--- config.mk ---
export PLATFORM = sky130hd
export DESIGN_NAME = multi_phase_traffic_ctrl
export DESIGN_NICKNAME = d
export VERILOG_FILES = /design/src/rtl/tl_pkg.sv /design/src/rtl/tl_phase_timer.sv /design/src/rtl/multi_phase_traffic_ctrl.sv
export SDC_FILE = /design/constraint.sdc
export NUM_CORES = 1
export LEC_CHECK = 0
export BUFFER_PORTS_ARGS = -buffer_cell sky130_fd_sc_hd__buf_2
export CORE_MARGIN = 1
export CORE_UTILIZATION = 40
export DETAILED_ROUTE_END_ITERATION = 12
export GPL_TIMING_DRIVEN = 0
export PLACE_DENSITY = 0.6
export SYNTH_ARGS = -nofsm -noshare
export SYNTH_HDL_FRONTEND = slang
export SYNTH_SLANG_ARGS = --single-unit
--- constraint.sdc ---
create_clock -name clk -period 3 [get_ports clk]
set_clock_uncertainty 0.15 [all_clocks]
set_input_delay 0.6 -clock clk [delete_from_list [all_inputs] [get_ports clk]]
set_output_delay 0.6 -clock clk [all_outputs]
set_load 0.02 [all_outputs]
--- src/rtl/tl_pkg.sv ---
// Shared types and width helpers for the multi-phase traffic controller.
package tl_pkg;

   typedef enum logic [1:0] {
      ALL_RED = 2'd0,
      GREEN   = 2'd1,
      YELLOW  = 2'd2,
      FLASH   = 2'd3
   } tl_state_t;

   function automatic int tl_max4(input int a, input int b, input int c, input int d);
      int m;
      m = a;
      if (b > m) m = b;
      if (c > m) m = c;
      if (d > m) m = d;
      return m;
   endfunction

   // One spare bit so the longest duration never wraps the counter before its compare.
   function automatic int tl_tmr_w(input int max_dur);
      return $clog2(max_dur) + 1;
   endfunction

endpackage

--- src/rtl/tl_phase_timer.sv ---
// Per-state up-timer: cleared on state entry, done flags the last cycle of a DUR-cycle state.
module tl_phase_timer #(
   parameter int TMR_W = 4
) (
   input  logic             clk,
   input  logic             rst,
   input  logic             clr,
   input  logic [TMR_W-1:0] dur,
   output logic [TMR_W-1:0] tmr,
   output logic             done
);

   always_ff @(posedge clk or negedge rst) begin
      if (!rst)      tmr <= '0;
      else if (clr)  tmr <= '0;
      else           tmr <= tmr + TMR_W'(1);
   end

   assign done = (tmr == dur - TMR_W'(1));

endmodule

--- src/rtl/multi_phase_traffic_ctrl.sv ---
// Round-robin N-phase intersection controller with pedestrian green cut and night flash.
//  state   | meaning
//  ALL_RED | clearance, every phase red; picks FLASH or next GREEN on exit
//  GREEN   | active phase green + walk; may be cut by another phase's request
//  YELLOW  | active phase yellow
//  FLASH   | all yellows flash, no red/green; leaves only at a toggle boundary
module multi_phase_traffic_ctrl
   import tl_pkg::*;
#(
   parameter int N_PHASE       = 2,
   parameter int GREEN_CYC     = 8,
   parameter int MIN_GREEN_CYC = 4,
   parameter int YELLOW_CYC    = 3,
   parameter int ALLRED_CYC    = 2,
   parameter int FLASH_CYC     = 4
) (
   input  logic                       clk,
   input  logic                       rst,
   input  logic                       flash_en,
   input  logic [N_PHASE-1:0]         ped_req,
   output logic [N_PHASE-1:0]         lamp_r,
   output logic [N_PHASE-1:0]         lamp_y,
   output logic [N_PHASE-1:0]         lamp_g,
   output logic [N_PHASE-1:0]         walk,
   output logic [$clog2(N_PHASE)-1:0] phase,
   output logic                       flashing
);

   localparam int PH_W  = $clog2(N_PHASE);
   localparam int TMR_W = tl_tmr_w(tl_max4(GREEN_CYC, YELLOW_CYC, ALLRED_CYC, FLASH_CYC));

   if (N_PHASE < 2) begin : g_chk_nphase
      $error("N_PHASE must be at least 2");
   end
   if (GREEN_CYC < 1 || YELLOW_CYC < 1 || ALLRED_CYC < 1 || FLASH_CYC < 1 || MIN_GREEN_CYC < 1)
   begin : g_chk_dur
      $error("all durations must be at least 1");
   end
   if (MIN_GREEN_CYC > GREEN_CYC) begin : g_chk_min
      $error("MIN_GREEN_CYC must not exceed GREEN_CYC");
   end

   tl_state_t           state, state_nx;
   logic [PH_W-1:0]     phase_nx, phase_inc;
   logic [N_PHASE-1:0]  pending, pending_nx;
   logic [N_PHASE-1:0]  phase_oh, phase_nx_oh;
   logic                flash_lit, flash_lit_nx;
   logic                started, started_nx;
   logic                tmr_clr, done, cut;
   logic [TMR_W-1:0]    tmr, dur;

   tl_phase_timer #(.TMR_W(TMR_W)) u_timer (
      .clk  (clk),
      .rst  (rst),
      .clr  (tmr_clr),
      .dur  (dur),
      .tmr  (tmr),
      .done (done)
   );

   always_comb begin
      dur = TMR_W'(ALLRED_CYC);
      case (state)
         GREEN:   dur = TMR_W'(GREEN_CYC);
         YELLOW:  dur = TMR_W'(YELLOW_CYC);
         FLASH:   dur = TMR_W'(FLASH_CYC);
         default: dur = TMR_W'(ALLRED_CYC);
      endcase
   end

   assign phase_oh    = {{(N_PHASE-1){1'b0}}, 1'b1} << phase;
   assign phase_nx_oh = {{(N_PHASE-1){1'b0}}, 1'b1} << phase_nx;
   assign phase_inc   = (phase == PH_W'(N_PHASE-1)) ? '0 : phase + PH_W'(1);
   assign cut         = (tmr >= TMR_W'(MIN_GREEN_CYC-1)) && |(pending & ~phase_oh);

   always_comb begin
      state_nx     = state;
      phase_nx     = phase;
      flash_lit_nx = flash_lit;
      started_nx   = started;
      tmr_clr      = 1'b0;
      case (state)
         ALL_RED: if (done) begin
            tmr_clr    = 1'b1;
            started_nx = 1'b1;
            if (flash_en) begin
               state_nx     = FLASH;
               flash_lit_nx = 1'b1;
            end else begin
               state_nx = GREEN;
               // The very first green after reset is phase 0 rather than phase+1.
               phase_nx = started ? phase_inc : '0;
            end
         end
         GREEN: if (done || cut) begin
            state_nx = YELLOW;
            tmr_clr  = 1'b1;
         end
         YELLOW: if (done) begin
            state_nx = ALL_RED;
            tmr_clr  = 1'b1;
         end
         FLASH: if (done) begin
            tmr_clr = 1'b1;
            if (!flash_en) state_nx = ALL_RED;
            else           flash_lit_nx = ~flash_lit;
         end
         default: begin
            state_nx = ALL_RED;
            tmr_clr  = 1'b1;
         end
      endcase

      pending_nx = pending | (ped_req & ~((state == GREEN) ? phase_oh : '0));
      if (state != GREEN && state_nx == GREEN) pending_nx = pending_nx & ~phase_nx_oh;
   end

   always_ff @(posedge clk or negedge rst) begin
      if (!rst) begin
         state     <= ALL_RED;
         phase     <= '0;
         pending   <= '0;
         flash_lit <= 1'b0;
         started   <= 1'b0;
      end else begin
         state     <= state_nx;
         phase     <= phase_nx;
         pending   <= pending_nx;
         flash_lit <= flash_lit_nx;
         started   <= started_nx;
      end
   end

   always_comb begin
      lamp_r   = '1;
      lamp_y   = '0;
      lamp_g   = '0;
      walk     = '0;
      flashing = 1'b0;
      case (state)
         GREEN: begin
            lamp_r = ~phase_oh;
            lamp_g = phase_oh;
            walk   = phase_oh;
         end
         YELLOW: begin
            lamp_r = ~phase_oh;
            lamp_y = phase_oh;
         end
         FLASH: begin
            lamp_r   = '0;
            lamp_y   = {N_PHASE{flash_lit}};
            flashing = 1'b1;
         end
         default: ;
      endcase
   end

endmodule

==> results.yml, run 1 <==
outcome:
  outcome: "completed"
pwr:
  power_leakage_nw: 0.443
  power.density_nw_per_um2: 1120
  peakVddDrop_mv: 0.629
global_route:
  grt_use_total_pct: 18.7
  grt_pass1_vias: 625
  grt_pass1_wl_mm: 2.84
  overflow: 0
  antenna_found_initial: 0
  grt_max_degree: 12
detailed_routing:
  postRouteAntennaNets: 0
  routed_wl_mm: 1.66
  wl_per_cell_um: 12.6
  vias_per_cell: 5.23
  drt_iter0_markers: 7
  drc: 0
  vias: 690
  first_pass_iters: 6
clocking:
  clk_latency_ns: 0.27
  cts_tree: "built"
  path_clk_slew_ns: 0.07
  cts_setup_buffers: 0
  cts_buffer_depth: 2
  ctsHoldBuffers: 0
  cts_made_buffers: 3
  clkSinkCount: 11
  ctsResizeCount: 0
  h-tree-depth: 1
  root_buffer: "clkbuf_4"
timing:
  max_freq_mhz: 407
  finalHoldViolations: 0
  setup_viol: 0
  maxSlewViolCount: 0
  period_share_pct: 81.8
  relSlewSlack_pct: 74.1
  finalCriticalPeriod_ns: 2.46
  tightest_slew_ns: 0.388
  rsz0062_at_grt: "false"
  tns_ns: 0
cells_and_area:
  area_delta_synth_final_pct: 15.6
  diodes: 0
  final_cells: 132
  nNetsFinal: 120
  drive_above_1_share_pct: 25.2
worst_setup_path:
  r2r-end: "pending[1]"
  r2r_start: "state[1]"
  path_class: "reg -> reg"
  path_max_fanout: 8
  reg2reg_depth: 7
  cp-start-kind: "flip-flop"
  cp.arrival_ns: 2.45
  endpoint_kind: "flip-flop"
  cp_data_required_time_ns: 2.99
  rrSetupSlack_ns: 0.54
yosys:
  ys_top_cells_by_count: "dfrtp_1 (11), nand2_1 (11), nor2_1 (9)"
  synth.top_cell.area_share_pct: 33.7
  ys_types: 35
  syn_nets: 101
  synth_top_cell_by_area: "dfrtp_1"
  ys_warn_count: 0
  ys_ff_latch: 11
  synth_ff_type: "dfrtp_1"
  synth-edff-count: 0
  ys_seq_area_share_pct: 33.7
  netlist_area_um2: 817
  synth_area_leaders: "dfrtp_1 (34%), ha_1 (11%), nand2_1 (5.1%)"
  syn_inst: 89
  async_flop_share_pct: 100
  syn_avg_cell_area_um2: 9.18
floorplan:
  die_area_um2: 2230
  die_h_um: 47.2
  core_um2: 1820
  io_pins: 15
  initial_core_util_pct: 44.9
  fp-row-count: 15
  die_w_um: 47.2
hold_path:
  hp-class: "in -> async"
flow_run:
  drv_cap: 0
place:
  dp_hpwl_mm: 1.26
  post-place-cells: 128
  io_buffers: 14
  place.gp.congestion: 0.778
==> logic make-up after synthesis <==
group / count (synthesis) / share of synthesized area [%]
AO/OA/AOI/OAI: 19 / 18.4
XOR/XNOR: 5 / 6.28
adder cells (fa/ha/maj): 7 / 10.7
buffers and inverters: 9 / 5.05
flip-flops: 11 / 33.7
multiplexers: 3 / 5.21
AND/OR/NAND/NOR: 35 / 20.7
==> critical path, stage by stage, from the launching register on <==
cell and delay [ns]:
dfrtp_1 0.41, inv_1 0.15, ha_1 0.34, xnor2_2 0.18
mux2i_4 0.37, a31oi_1 0.19, a311oi_2 0.39, a31oi_1 0.15
==> through the flow <==
stage,power [mW],setup WS (ns),hold WS [ns],area (um^2),util [%]
after CTS,1.06,0.550,0.0363,945,51.9
after global placement,0.942,0.636,0.285,918,50.4
final,1.06,0.545,0.0343,945,51.9
after detailed placement,0.954,0.622,0.288,918,50.4
after global routing,1.16,0.393,0.0419,945,51.9
after floorplan,0.804,0.816,0.154,817,-
==> cells in the final DEF, fill, tap and decap left out, types with 2 or more instances in the layout <==
cell type,netlist,final
mux2i_1,2,2
buf_2,0,14
xnor2_1,3,3
a31oi_1,4,4
ha_1,7,7
or2_2,2,2
clkbuf_1,1,2
nand2_1,11,11
clkbuf_4,0,3
nor2_1,9,9
o21ai_0,3,3
nand3_1,2,2
buf_4,2,2
inv_1,6,6
nor3_1,3,3
dfrtp_1,11,11
nor2b_1,3,3
==> cell type report <==
type	count	area [um^2]
multi-input cells	69	500
flip-flops and latches	11	275
well taps	25	31.3
inverters	6	22.5
plain buffers	3	18.8
clock buffers	4	26.3
fillers	175	876
repair buffers	14	70.1
==> layer usage <==
metal  part of all wire, %  vias up  GRT usage [%]
met3                   3.4        7           5.00
met2                    45       12           26.9
met1                    49      328           25.7
met4                   2.9        0           9.71
met5                     0        -              0
li1                      -      343              -
==> registers in the layout (all words and copies together), names as in the netlist <==
| name | count |
|---|---|
| flash_lit | 1 |
| phase | 1 |
| started | 1 |
| u_timer.tmr | 4 |
| state | 2 |
| pending | 2 |
==> worst max path at each step <==
stage | end | slack [ns] | from | cells past startpoint
6_report | pending[1] | 0.54 | state[1] | 7
5_1_grt | pending[1] | 0.39 | state[1] | 7
4_1_cts | walk[0] | 0.55 | state[1] | 5
3_5_place_dp | pending[1] | 0.62 | state[1] | 7
3_3_place_gp | pending[1] | 0.64 | state[1] | 7
2_1_floorplan | walk[0] | 0.82 | state[1] | 4
==> report_power, final <==
part | switching, mW | internal (mW) | total [mW]
sequential | 0.0552 | 0.216 | 0.271
clock | 0.0529 | 0.0516 | 0.104
combinational | 0.408 | 0.276 | 0.684
Power figures use the tool's default switching activity.
==> run 2: changes to the inputs <==
ABC_AREA = 1   (was unset)
PLACE_DENSITY = 0.62   (was 0.6)
clock period = 2.1 ns   (was 3 ns; I/O delays follow)
==> run 2 against run 1 <==
Cell count rose by 30%. Non-clock buffer count rose by 7. Sequential share of layout area fell by 5.3 points. Fmax rose by 17%. Worst setup slack got worse by 0.54 ns. Die area rose by 0.15%. First-iteration DRC count did not move. Critical path type unchanged. Largest cell class unchanged. Largest power group unchanged. Highest routed layer unchanged.
==> results.yml, run 2 <==
clocking:
  cts_tree: "built"
  cts_made_buffers: 3
  clk_latency_ns: 0.28
  clkSinkCount: 11
  path_clk_slew_ns: 0.07
  root_buffer: "clkbuf_4"
  cts_buffer_depth: 2
  h-tree-depth: 1
hold_path:
  whs_path_depth: 5
  hp-start: "ped_req[1]"
  hp-class: "in -> reg"
  hold_path_end: "pending[1]"
cells_and_area:
  diodes: 0
  drive_above_1_share_pct: 40.8
  stdcell_area_um2: 1170
  final_cell_mix: "nand2_1 (27), inv_1 (14), buf_2 (12)"
  layout_commonest_cell: "nand2_1"
  utilization_pct: 64.1
  nNetsFinal: 160
  regMostFlops: "u_timer.tmr"
  largest_reg_flops: 4
  area_delta_synth_final_pct: 42.5
  final_cells: 172
  top_regs: "u_timer.tmr (4), pending (2), state (2)"
global_route:
  antenna_found_initial: 0
  overflow: 0
  grt_pass1_wl_mm: 2.82
  grt_pass1_vias: 661
  grt_use_total_pct: 18.8
  grt_max_degree: 12
timing:
  maxSlewViolCount: 0
  finalHoldViolations: 0
  rsz0062_at_grt: "true"
  period_share_pct: 99.9
  tightest_slew_ns: 0.478
  max_freq_mhz: 477
  setup_viol: 0
  worst_slack_ns: 0.00143
  relSlewSlack_pct: 67.8
  finalCriticalPeriod_ns: 2.10
worst_setup_path:
  cp.arrival_ns: 2.12
  cp_data_required_time_ns: 2.12
  path_common_cell: "nand2_1"
  r2r-end: "pending[1]"
  path_cells: "inv_4 -> ha_4 -> inv_2 -> nand2_1 -> nand3_2 -> nor2_4 -> nand2_8 -> buf_4 -> nand2_1 -> nand3_1 -> nand2_2 -> nand2_2 -> nand2_1 -> nand2_1"
  cp_slowest_cell: "dfrtp_2"
  rrSetupSlack_ns: 0.001
  reg2reg_depth: 14
  cp_top_family: "simple AND/OR/NAND/NOR gates"
  slowest_delay_ns: 0.48
  path_max_fanout: 8
  path_class: "reg -> reg"
  r2r_start: "state[1]"
  critical_path_buf_inv_count: 3
  cp-start-kind: "flip-flop"
  endpoint_kind: "flip-flop"
pwr:
  power_mw: 1.96
  p_clk_share_pct: 7.7
  power.switching_mw: 1.03
  peakVddDrop_mv: 0.816
  internal-power_mw: 0.932
  pwr-share-comb_pct: 71.1
  seq_power_share_pct: 21.2
  power_leakage_nw: 0.576
  swShare_pct: 52.4
  power.density_nw_per_um2: 1680
detailed_routing:
  wl_per_cell_um: 11.5
  routed_wl_mm: 1.99
  postRouteAntennaNets: 0
  drt_iter0_markers: 7
  drc: 0
  vias: 847
  vias_per_cell: 4.92
  first_pass_iters: 2
yosys:
  syn_inst: 121
  async_flop_share_pct: 100
  syn_nets: 133
  ys_types: 17
  synth.top_cell.area_share_pct: 33.6
  ys_warn_count: 0
  synth_area_leaders: "dfrtp_1 (34%), nand2_1 (15%), ha_1 (11%)"
  netlist_area_um2: 818
  ys_top_cells_by_count: "nand2_1 (33), inv_1 (17), nand3_1 (14)"
  ys_ff_latch: 11
  syn_avg_cell_area_um2: 6.76
  synth_top_cell_by_area: "dfrtp_1"
  synth_ff_type: "dfrtp_1"
  synth.most_common_cell: "nand2_1"
  synth-edff-count: 0
  ys_seq_area_share_pct: 33.6
place:
  place_ws_ns: -0.137
  post-place-cells: 160
  dp_hpwl_mm: 1.33
  place.gp.congestion: 0.865
  io_buffers: 14
  post_dp_cell_area_um2: 920
outcome:
  outcome: "completed"
flow_run:
  drv_cap: 0
floorplan:
  fp-row-count: 15
  core_um2: 1820
  die_h_um: 47.2
  io_pins: 15
  initial_core_util_pct: 44.9
  die_w_um: 47.2
  die_area_um2: 2230
## run 2: stage by stage
stage	TNS, ns	hold WS (ns)
after floorplan	0	-0.0256
after global placement	-0.258	0.156
after detailed placement	-0.266	0.163
after CTS	-0.00464	0.293
after global routing	-0.309	0.319
final	0	0.295
## run 2: power groups by stage
stage               sequential (mW)  combinational (mW)  clock [mW]
global route                  0.428                1.54       0.170
floorplan                     0.382               0.739           0
global placement              0.388               0.958           0
detailed placement            0.393               0.967           0
finish                        0.415                1.39       0.151
CTS                           0.401                1.10       0.155
## run 2: layout make-up
| type | instances | area, um^2 |
|---|---|---|
| clock buffers | 4 | 26.3 |
| inverters | 22 | 92.6 |
| fillers | 178 | 654 |
| flip-flops and latches | 11 | 278 |
| well taps | 25 | 31.3 |
| multi-input cells | 86 | 574 |
| repair buffers | 22 | 149 |
| plain buffers | 2 | 15.0 |
## run 2: kinds of logic (layout without fill, tap and decap cells)
kind of cell | Yosys count | count (layout) | share of synthesized area, %
AND/OR/NAND/NOR | 67 | 67 | 35.9
buffers and inverters | 24 | 50 | 11.9
AO/OA/AOI/OAI | 11 | 11 | 6.73
flip-flops | 11 | 11 | 33.6
adder cells (fa/ha/maj) | 7 | 7 | 10.7
XOR/XNOR | 1 | 1 | 1.07
## run 2: what timing repair did
item | 4_1_cts | 5_1_grt
buffers inserted | 3 | 4
pin swaps | 3 | 12
gates resized for setup | 14 | 30
hold buffers | 1 | 0
setup endpoints to repair | 8 | 7
hold endpoints to repair | 11 | 0
## run 2: tightest hold or removal path: cells and delay by family
kind / cells / cell delay [ns]
buffers and inverters: 2 / 0.12
AND/OR/NAND/NOR: 2 / 0.08
AO/OA/AOI/OAI: 1 / 0.07
## run 2: worst max path at each step
stage	cells past startpoint	slack, ns	endpoint	from
after CTS	13	-0.005	pending[0]	state[0]
after floorplan	5	0.08	walk[0]	state[1]
after global placement	15	-0.13	pending[0]	state[1]
after global routing	14	-0.10	pending[1]	state[1]
final	14	0.001	pending[1]	state[1]
after detailed placement	13	-0.14	pending[0]	state[1]
## run 2: metal layers
| metal | track usage, % | part of all wire [%] |
|---|---|---|
| met1 | 23.6 | 46 |
| met2 | 29.3 | 49 |
| met3 | 5.00 | 2.2 |
| met4 | 10.3 | 3.4 |
| met5 | 0 | 0 |
